`src/rtl/imem_loader.sv`:
```
// imem_loader: streams program bytes into instruction memory as big-endian
// 32-bit words while holding the processor in reset until the image is in.
module imem_loader #(
    parameter int unsigned ADDR_WIDTH = 8,
    parameter logic [7:0]  FILL       = 8'h00
) (
    input  logic                  clk,
    input  logic                  reset,
    input  logic                  start,
    input  logic                  in_valid,
    input  logic [7:0]            in_data,
    input  logic                  in_last,
    output logic                  in_ready,
    output logic                  mem_we,
    output logic [ADDR_WIDTH-1:0] mem_addr,
    output logic [31:0]           mem_wdata,
    output logic                  cpu_hold,
    output logic                  done,
    output logic                  error,
    output logic [ADDR_WIDTH:0]   byte_count
);

    typedef enum logic [1:0] {IDLE, LOAD, FLUSH, END} state_t;

    state_t                state_q, state_d;
    logic [31:0]           asm_q, asm_d;
    logic [ADDR_WIDTH:0]   cnt_q, cnt_d;
    logic                  we_q, we_d;
    logic [ADDR_WIDTH-1:0] addr_q, addr_d;
    logic [31:0]           wdata_q, wdata_d;
    logic                  done_q, done_d;
    logic                  err_q, err_d;
    logic                  ready;
    logic                  full;
    logic [1:0]            lane;
    logic [31:0]           word;
    logic [31:0]           padded;

    // Memory is exactly full once the count reaches 2^ADDR_WIDTH.
    assign full = cnt_q[ADDR_WIDTH];

    always_ff @(posedge clk) begin
        if (reset) begin
            state_q <= IDLE;
            asm_q   <= '0;
            cnt_q   <= '0;
            we_q    <= 1'b0;
            addr_q  <= '0;
            wdata_q <= '0;
            done_q  <= 1'b0;
            err_q   <= 1'b0;
        end else begin
            state_q <= state_d;
            asm_q   <= asm_d;
            cnt_q   <= cnt_d;
            we_q    <= we_d;
            addr_q  <= addr_d;
            wdata_q <= wdata_d;
            done_q  <= done_d;
            err_q   <= err_d;
        end
    end

    always_comb begin
        state_d = state_q;
        asm_d   = asm_q;
        cnt_d   = cnt_q;
        we_d    = 1'b0;
        addr_d  = addr_q;
        wdata_d = wdata_q;
        done_d  = done_q;
        err_d   = err_q;
        ready   = 1'b0;
        lane    = cnt_q[1:0];
        word    = asm_q;
        word[{~lane, 3'b000} +: 8] = in_data;
        // Lanes after the current byte are padded for a partial final word.
        padded  = word;
        for (int j = 1; j < 4; j++) begin
            if (j > int'(lane)) begin
                padded[8*(3-j) +: 8] = FILL;
            end
        end
        unique case (state_q)
            IDLE, END: begin
                if (start) begin
                    state_d = LOAD;
                    cnt_d   = '0;
                    done_d  = 1'b0;
                    err_d   = 1'b0;
                    asm_d   = '0;
                end
            end
            LOAD: begin
                ready = !full;
                if (in_valid && full) begin
                    err_d   = 1'b1;
                    state_d = END;
                end else if (in_valid) begin
                    asm_d  = word;
                    cnt_d  = cnt_q + 1'b1;
                    addr_d = {cnt_q[ADDR_WIDTH-1:2], 2'b00};
                    if (lane == 2'd3) begin
                        we_d    = 1'b1;
                        wdata_d = word;
                        if (in_last) begin
                            state_d = END;
                            done_d  = 1'b1;
                        end
                    end else if (in_last) begin
                        // The partial word's write strobe covers the FLUSH cycle.
                        we_d    = 1'b1;
                        wdata_d = padded;
                        state_d = FLUSH;
                    end
                end
            end
            FLUSH: begin
                state_d = END;
                done_d  = 1'b1;
            end
        endcase
    end

    assign in_ready   = ready;
    assign mem_we     = we_q;
    assign mem_addr   = addr_q;
    assign mem_wdata  = wdata_q;
    assign cpu_hold   = (state_q != END);
    assign done       = done_q;
    assign error      = err_q;
    assign byte_count = cnt_q;

endmodule

```
`config.mk`:
```
export PLATFORM = sky130hd
export DESIGN_NAME = imem_loader
export DESIGN_NICKNAME = d
export VERILOG_FILES = /design/src/rtl/imem_loader.sv
export SDC_FILE = /design/constraint.sdc
export NUM_CORES = 1
export LEC_CHECK = 0
export ABC_CLOCK_PERIOD_IN_PS = 2600
export CAP_MARGIN = 20
export CORE_MARGIN = 2
export CORE_UTILIZATION = 50
export CTS_BUF_LIST = sky130_fd_sc_hd__clkbuf_4 sky130_fd_sc_hd__clkbuf_8
export DETAILED_ROUTE_END_ITERATION = 12
export PLACE_DENSITY = 0.87
export SETUP_SLACK_MARGIN = 0.5
export SLEW_MARGIN = 20
export SYNTH_ARGS = -nofsm -noshare
export SYNTH_HDL_FRONTEND = slang
export SYNTH_SLANG_ARGS = --single-unit
```
`constraint.sdc`:
```
create_clock -name clk -period 2.6 [get_ports clk]
set_input_delay 0.52 -clock clk [delete_from_list [all_inputs] [get_ports clk]]
set_output_delay 0.52 -clock clk [all_outputs]
set_load 0.05 [all_outputs]
```
======== After elaboration in Yosys (flattened, before gate mapping) ========
Cells that the tools add are included.
word-level totals
  flip-flop bits (word level) ............. 84
  bits in latches ......................... 0
  RAM bits ................................ 0
  ROM bits ................................ 0
  input bits .............................. 13
  word-level logic and storage cells ...... 77
  memories kept ........................... 0
operators by class
  $add $sub $neg .......................... 2
  multiply operators ...................... 0
  divide/modulo/power cells ............... 0
  magnitude comparators ................... 3
  equal/unequal tests ..................... 13
  shifts and indexed selects .............. 2
  mux-type cells .......................... 32
  bitwise logic cells ..................... 4
  reductions and logical operators ........ 13
operators by type and width
  operator                count
  $mux 32                 5
  $pmux 32 s2             1
  $bwmux 32               1
  $shift 8x7->32 const A  1
  $shiftx 8x7->32         1
  $mux 9                  3
  $mux 8                  3
  $pmux 9 s2              1
  $ne 2x2->1 const B      7
  $mux 2                  6
  $add 9x1->9 const B     1
  $mux 1                  9
  $reduce_and 3->1        3
  $reduce_and 4->1        2
  $neg 5->7               1
  $eq 2x2->1 const B      3
  $ne 3x3->1 const B      2
  $pmux 2 s3              1
  $reduce_and 5->1        1
  $gt 2x2->1 const A      2
  $reduce_bool 2->1       2
  $reduce_or 4->1         1
  $not 1->1               3
  $pmux 1 s3              1
  8 further kinds         8

======== Longest topological paths before layout ========
Gate-level depths: netlist of the first run.
  word-level depth ........................ 7
  depth in mapped cells ................... 8

======== Least setup slack after synthesis of the first run ========
Ideal clock, no wire load.
  path kind ............................... reg-to-reg
  from .................................... reg cnt_q[0], in the netlist byte_count[0]
  to ...................................... reg wdata_q[16], in the netlist mem_wdata[16]
  setup time .............................. 72 ps
  arrival ................................. 2282 ps
  data required time ...................... 2528 ps
  slack ................................... 246 ps
  stages on the path, launching flop included .. 8
  path buffers ............................ 2
  cell sequence ........................... dfxtp_1 > buf_4 > inv_1 > ha_1 > buf_2 > nor3b_1 > a31oi_1 > o2bb2ai_1
between the ends
  cells in the longest elaborated chain, start to end .. 7
RTL lines
  item                                                      RTL line  source
  start: declaration                                        27        logic [ADDR_WIDTH:0] cnt_q, cnt_d;
  start signal: assignment                                  55        cnt_q <= cnt_d;
  $not 2->2                                                 76        word[{~lane, 3'b000} +: 8] = in_data;
  $neg 5->7                                                 76
  $shiftx 8x7->32 / $shift 8x7->32 (equally long branches)  76
  $bwmux 32                                                 76
  $mux 8                                                    80        if (j > int'(lane)) begin
  $mux 32                                                   110       end else if (in_last) begin
  $mux 32                                                   103       if (lane == 2'd3) begin
  end signal: assignment                                    58        wdata_q <= wdata_d;
  end: declaration                                          30        logic [31:0] wdata_q, wdata_d;
Several ways; a longest one is shown, not always the timed one. The select of a mux whose other input is x is not followed.
A chain may end at the register's enable or synchronous reset.

======== Final worst setup path of the first run ========
  from .................................... reg cnt_q[0], in the netlist byte_count[0]
  to ...................................... reg wdata_q[24], in the netlist mem_wdata[24]
between the ends
  cells in the longest elaborated chain, start to end .. 6
RTL lines
  item                                                      RTL line
  $not 2->2                                                 76
  $neg 5->7                                                 76
  $shiftx 8x7->32 / $shift 8x7->32 (equally long branches)  76
  $bwmux 32                                                 76
  $mux 32                                                   110
  $mux 32                                                   103
Several ways; a longest one is shown, not always the timed one. The select of a mux whose other input is x is not followed.

==> metrics.csv, run 1 <==
metric,value,unit
status,"finished, final reports clean",
finalHoldViolCount,0,
route.detailed.drc,0,
combPwrFrac,0.271,
final_nets,461,
crit_required,2.88,ns
grt_max_degree,22,
use_met1,0.317,
port_buffers,64,
yosysUniqueCellTypes,47,
drive_gt1_frac,0.108,
n_antenna_cell,0,
drtIter0Drc,211,
routabilityCongestion,0.858,
drtPass1Iterations,5,
fill_cells,568,
grt_pass1_vias,2956,
maxCapViolCount,0,
avgSynthCellArea,9.29,um^2
setup_viol,0,
synth_top_cell_by_area,dfxtp_1,
yosys-top-cells-area,"dfxtp_1 48%, o2bb2ai_1 9.4%, nor2_1 3.5%",
die_h,88.0,um
fin_area,0.00453,mm^2
power_frac_seq,0.414,
syn_inst,380,
cts_tree,built,
grtUsageTotal,0.238,
synth_common_cells,"84 x dfxtp_1, 38 x o2bb2ai_1, 33 x nor2_1, 30 x nand2_1, 19 x nor2b_1",
fin_util,0.664,
crit_fanout,13,
min-delay-path-class,register to register,
yosysMostFrequentCell,dfxtp_1,
slew_viol_final,0,
finalSetupTns,0,ns
place_hpwl,6110,um
gr-total-overflow,0,
boundaryPins,67,
whs,0.460,ns
arrival,2.35,ns
synth_seq_cells,84,
rsz0062_at_grt,true,
tightestPinTransition,0.776,ns
insertion_delay,0.37,ns
ys.flop_type,dfxtp_1,
via_count,3144,
routed_via_density,5.82,
synth_edf_count,0,
powerDensity,740,mW/mm^2
vdd_drop_max,0.336,mV
grt_pass1_wl,14400,um
min_period,2.07,ns
antenna_left,0,
ctsHoldBuffers,0,
ys_seq_area_frac,0.476,
dieArea,0.00775,mm^2
swShare,0.334,
end_kind,register,
antenna_found_initial,0,
placementRows,30,
criticalPathCategory,register to register,
numCtsBuffers,9,
top_usage_layer,met2,
clkSlewWorstSetupHoldPaths,0.08,ns
skew,0.00865,ns
cts_sinks,84,
die_x,88.0,um
use_met2,0.380,
cts_buffer_depth,2,
wire_per_inst,16.6,um
leakagePower,1.55,nW
yosys_warnings,0,
areaGrowthSynthToFinish,28.5,%
routed_wl,8960,um
grt_use_met3,0.0415,
synth_top_area_share,0.476,
fmax,483,MHz
h-tree-depth,3,
min_period_over_period,0.796,
start_kind,register,
root_buffer,clkbuf_8,
power.internal,2.23,mW
coreArea,0.00683,mm^2
p_clk_frac,0.315,
start_util,0.517,
async_reset_ff_frac,0,
power_switching,1.12,mW
synthesis.area,0.00353,mm^2
relSlewSlack,0.483,
placed_area,0.00424,mm^2
path summary, 6_finish.rpt:
path	from	to	slack, ns	cells past startpoint
worst max register to register	byte_count[0]$_SDFFE_PP0P_	mem_wdata[24]$_SDFFE_PP0P_	0.53	7
worst min-delay path	mem_addr[3]$_SDFFE_PP0P_	mem_addr[3]$_SDFFE_PP0P_	0.46	2
worst max-delay path	byte_count[0]$_SDFFE_PP0P_	mem_wdata[24]$_SDFFE_PP0P_	0.53	7
worst min register to register	mem_addr[3]$_SDFFE_PP0P_	mem_addr[3]$_SDFFE_PP0P_	0.46	2
cells in the final DEF, fill, tap and decap left out, types with 3 or more instances in the layout:
master and instances:
o2bb2ai_1 38, and2_1 3, a22oi_1 16, o21ai_0 8, a21oi_1 16, ha_1 5
buf_4 11, or3_1 5, clkinvlp_4 3, nor2b_1 18, ha_2 4, clkbuf_8 10
a221oi_1 7, a31oi_1 14, dlygate4sd2_1 10, nand3_1 7, clkdlybuf4s50_1 53, o31ai_1 3
dfxtp_1 82, nor3_1 11, a22o_1 7, inv_1 8, nand2_1 30, nor2_1 31
power by group through the flow:
stage / Clock, mW / Sequential, mW / Combinational (mW)
detailed placement: 0 / 1.42 / 0.821
global placement: 0 / 1.41 / 0.804
CTS: 1.06 / 1.38 / 0.848
global route: 1.11 / 1.40 / 0.977
floorplan: 0 / 1.49 / 0.514
finish: 1.06 / 1.39 / 0.909
area by class of cell:
class / count / area (um^2) / area share
tap: 96 / 120 / 0.0265
inverter: 10 / 45.0 / 0.00993
clock inverter: 4 / 72.6 / 0.0160
sequential: 84 / 1690 / 0.372
timing repair buffer: 74 / 701 / 0.155
multi-input combinational: 260 / 1760 / 0.387
clock buffer: 12 / 153 / 0.0337
registers in the layout, summed over array words and instances (netlist names):
signal and flops:
mem_addr 6, mem_we 1, asm_q 32, mem_wdata 32, byte_count 9, error 1, done 1, state_q 2
repair_timing:
action | in CTS | in global routing
pin swaps | 1 | 0
buffers inserted | 1 | 0
gates cloned | 0 | 0
setup endpoints to repair | 50 | 59
gates resized for setup | 16 | 12
per-stage QoR:
step / worst slack (ns) / cells / total power [mW]
3_5_place_dp: 0.0794 / 523 / 2.24
4_1_cts: 0.471 / 540 / 3.30
3_3_place_gp: 0.158 / 523 / 2.22
2_1_floorplan: 0.591 / 381 / 2.01
6_report: 0.529 / 540 / 3.36
5_1_grt: 0.437 / 540 / 3.49
worst max-delay path: stages (launching register included):
cell and delay [ns]:
dfxtp_4 0.41, clkinvlp_4 0.16, ha_2 0.28, clkinvlp_4 0.22, nor4_4 0.40, buf_4 0.21, a221oi_1 0.08, nor3_1 0.23
per-layer routing:
| layer | vias up | wire length (um) |
|---|---|---|
| li1 | 1506 | - |
| met1 | 1531 | 3880 |
| met2 | 91 | 4460 |
| met3 | 16 | 472 |
| met4 | 0 | 147 |
| met5 | - | 0 |
kinds of logic after synthesis:
family	synth area share
compound gates	0.261
xor+xnor	0.00248
fa+ha+maj	0.0319
buf+inv	0.0468
flops	0.476
mux	0.00567
other cells	0.00106
simple gates	0.174
No activity file was read; power rests on OpenSTA's default activity.
==> inputs of run 2 (changes only) <==
--- a/config.mk
+++ b/config.mk
@@ -5,7 +5,7 @@
 export SDC_FILE = /design/constraint.sdc
 export NUM_CORES = 1
 export LEC_CHECK = 0
-export ABC_CLOCK_PERIOD_IN_PS = 2600
+export ABC_CLOCK_PERIOD_IN_PS = 2200
 export CAP_MARGIN = 20
 export CORE_MARGIN = 2
 export CORE_UTILIZATION = 50
==> constraint.sdc (replaced) <==
create_clock -name clk -period 2.2 [get_ports clk]
set_input_delay 0.44 -clock clk [delete_from_list [all_inputs] [get_ports clk]]
set_output_delay 0.44 -clock clk [all_outputs]
set_load 0.05 [all_outputs]
==> metrics.csv, run 2 (same netlist as run 1, synthesis figures left out) <==
metric,value,unit
end_kind,register,
route.detailed.drc,0,
whs,0.463,ns
crit_path_max_incr_delay,0.35,ns
crit_path_top_delay_cell,dfxtp_2,
drtIter0Drc,287,
slew_viol_final,0,
areaGrowthSynthToFinish,44.3,%
die_x,88.0,um
crit_buf_inv,3,
wire_per_inst,19.3,um
finalNonFillerCells,573,
critPathTopFamily,compound AO/OA/AOI/OAI gates,
finalSetupTns,0,ns
gr-total-overflow,0,
setup_ws,0.409,ns
cts_sinks,84,
skew,0.0113,ns
status,"finished, final reports clean",
insertion_delay,0.37,ns
fmax,558,MHz
routabilityCongestion,0.841,
setup_viol,0,
drtPass1Iterations,5,
root_buffer,clkbuf_8,
rsz0062_at_grt,true,
power.internal,2.74,mW
n_antenna_cell,0,
crit_path_frequent_cell,buf_6,
swShare,0.373,
vdd_drop_max,0.445,mV
power_frac_seq,0.376,
fin_area,0.00509,mm^2
tightestPinTransition,0.500,ns
p_clk_frac,0.236,
mostFrequentLayoutCells,"80 x dfxtp_1, 34 x o2bb2ai_1, 31 x nor2_1, 31 x buf_4, 29 x nand2_1",
h-tree-depth,3,
via_count,3505,
grt_pass1_vias,3311,
routed_wl,11000,um
leakagePower,1.84,nW
antenna_left,0,
relSlewSlack,0.666,
arrival,2.08,ns
combPwrFrac,0.388,
coreArea,0.00683,mm^2
finalHoldViolCount,0,
p_total,4.37,mW
clkSlewWorstSetupHoldPaths,0.09,ns
die_h,88.0,um
min_period_over_period,0.814,
crit_required,2.49,ns
final_nets,494,
crit_chain,"inv_2, ha_4, mux2i_4, a21o_1, buf_6, buf_6, nand2_4, a21oi_2",
placedCellCount,537,
port_buffers,64,
min-delay-path-class,register to register,
min_period,1.79,ns
place_hpwl,6510,um
boundaryPins,67,
drive_gt1_frac,0.327,
dieArea,0.00775,mm^2
crit_fanout,8,
cts_tree,built,
numCtsBuffers,9,
grt_pass1_wl,16300,um
placementRows,30,
ctsHoldBuffers,0,
criticalPathCategory,register to register,
cts_buffer_depth,2,
routed_via_density,6.12,
fill_cells,434,
grt_max_degree,33,
start_kind,register,
maxCapViolCount,0,
final_common_cell,dfxtp_1,
power_switching,1.63,mW
placed_area,0.00441,mm^2
grtUsageTotal,0.275,
start_util,0.517,
powerDensity,857,mW/mm^2
fin_util,0.745,
post-place-ws,-0.145,ns
antenna_found_initial,0,
==> run 2: changes by cell type in the layout (fill, tap and decap cells not counted), moves of 6 or more <==
cell / delta
a31oi_2: +7
a221oi_1: -6
a22oi_2: +9
clkdlybuf4s15_1: +20
buf_4: +20
a31oi_1: -7
buf_6: +10
clkdlybuf4s50_1: -43
clkbuf_2: +13
clkdlybuf4s15_2: +7
a22oi_1: -9
==> run 2: repair_timing <==
action / CTS / global route
resized for setup: 119 / 100
buffers inserted: 13 / 7
cloned: 0 / 0
pin swaps: 17 / 14
hold endpoints to repair: 0 / 0
endpoints found under the setup margin: 126 / 110
==> run 2: final timing paths <==
kind	start	to	slack (ns)	cells past startpoint
hold reg to reg	mem_addr[4]$_SDFFE_PP0P_	mem_addr[4]$_SDFFE_PP0P_	0.46	2
setup / recovery	state_q[0]$_SDFFE_PP0P_	byte_count[0]$_SDFFE_PP0P_	0.41	8
hold / removal	mem_addr[4]$_SDFFE_PP0P_	mem_addr[4]$_SDFFE_PP0P_	0.46	2
setup reg to reg	state_q[0]$_SDFFE_PP0P_	byte_count[0]$_SDFFE_PP0P_	0.41	8
==> run 2: cell type report <==
class                           count  area (um^2)  area share
Tap cell                           96          120      0.0236
Clock inverter                      6         48.8     0.00958
Timing Repair Buffer              107          970       0.190
Clock buffer                       10          131      0.0258
Multi-Input combinational cell    260         2080       0.408
Inverter                           10         51.3      0.0101
Sequential cell                    84         1690       0.333
==> run 2: routing by layer <==
metal	vias to the layer above	global-route usage	routed length, um
li1	1586	-	-
met1	1691	0.332	4330
met2	190	0.460	5440
met3	38	0.0641	836
met4	0	0.135	430
met5	-	0	0
==> run 2: worst reg2reg max path: cells and delay by family, from the launching register on <==
kind	cells	cell delay, ns
AO/OA/AOI/OAI	2	0.39
multiplexers	1	0.30
flip-flops	1	0.35
buffers and inverters	3	0.35
AND/OR/NAND/NOR	1	0.04
adder cells (fa/ha/maj)	1	0.29
==> run 2: power groups by stage <==
stage          clock network (mW)  registers (mW)  logic (mW)
2_1_floorplan                   0            1.76       0.676
3_3_place_gp                    0            1.68        1.11
3_5_place_dp                    0            1.68        1.15
4_1_cts                      1.03            1.64        1.46
5_1_grt                      1.10            1.65        1.77
6_report                     1.03            1.64        1.69
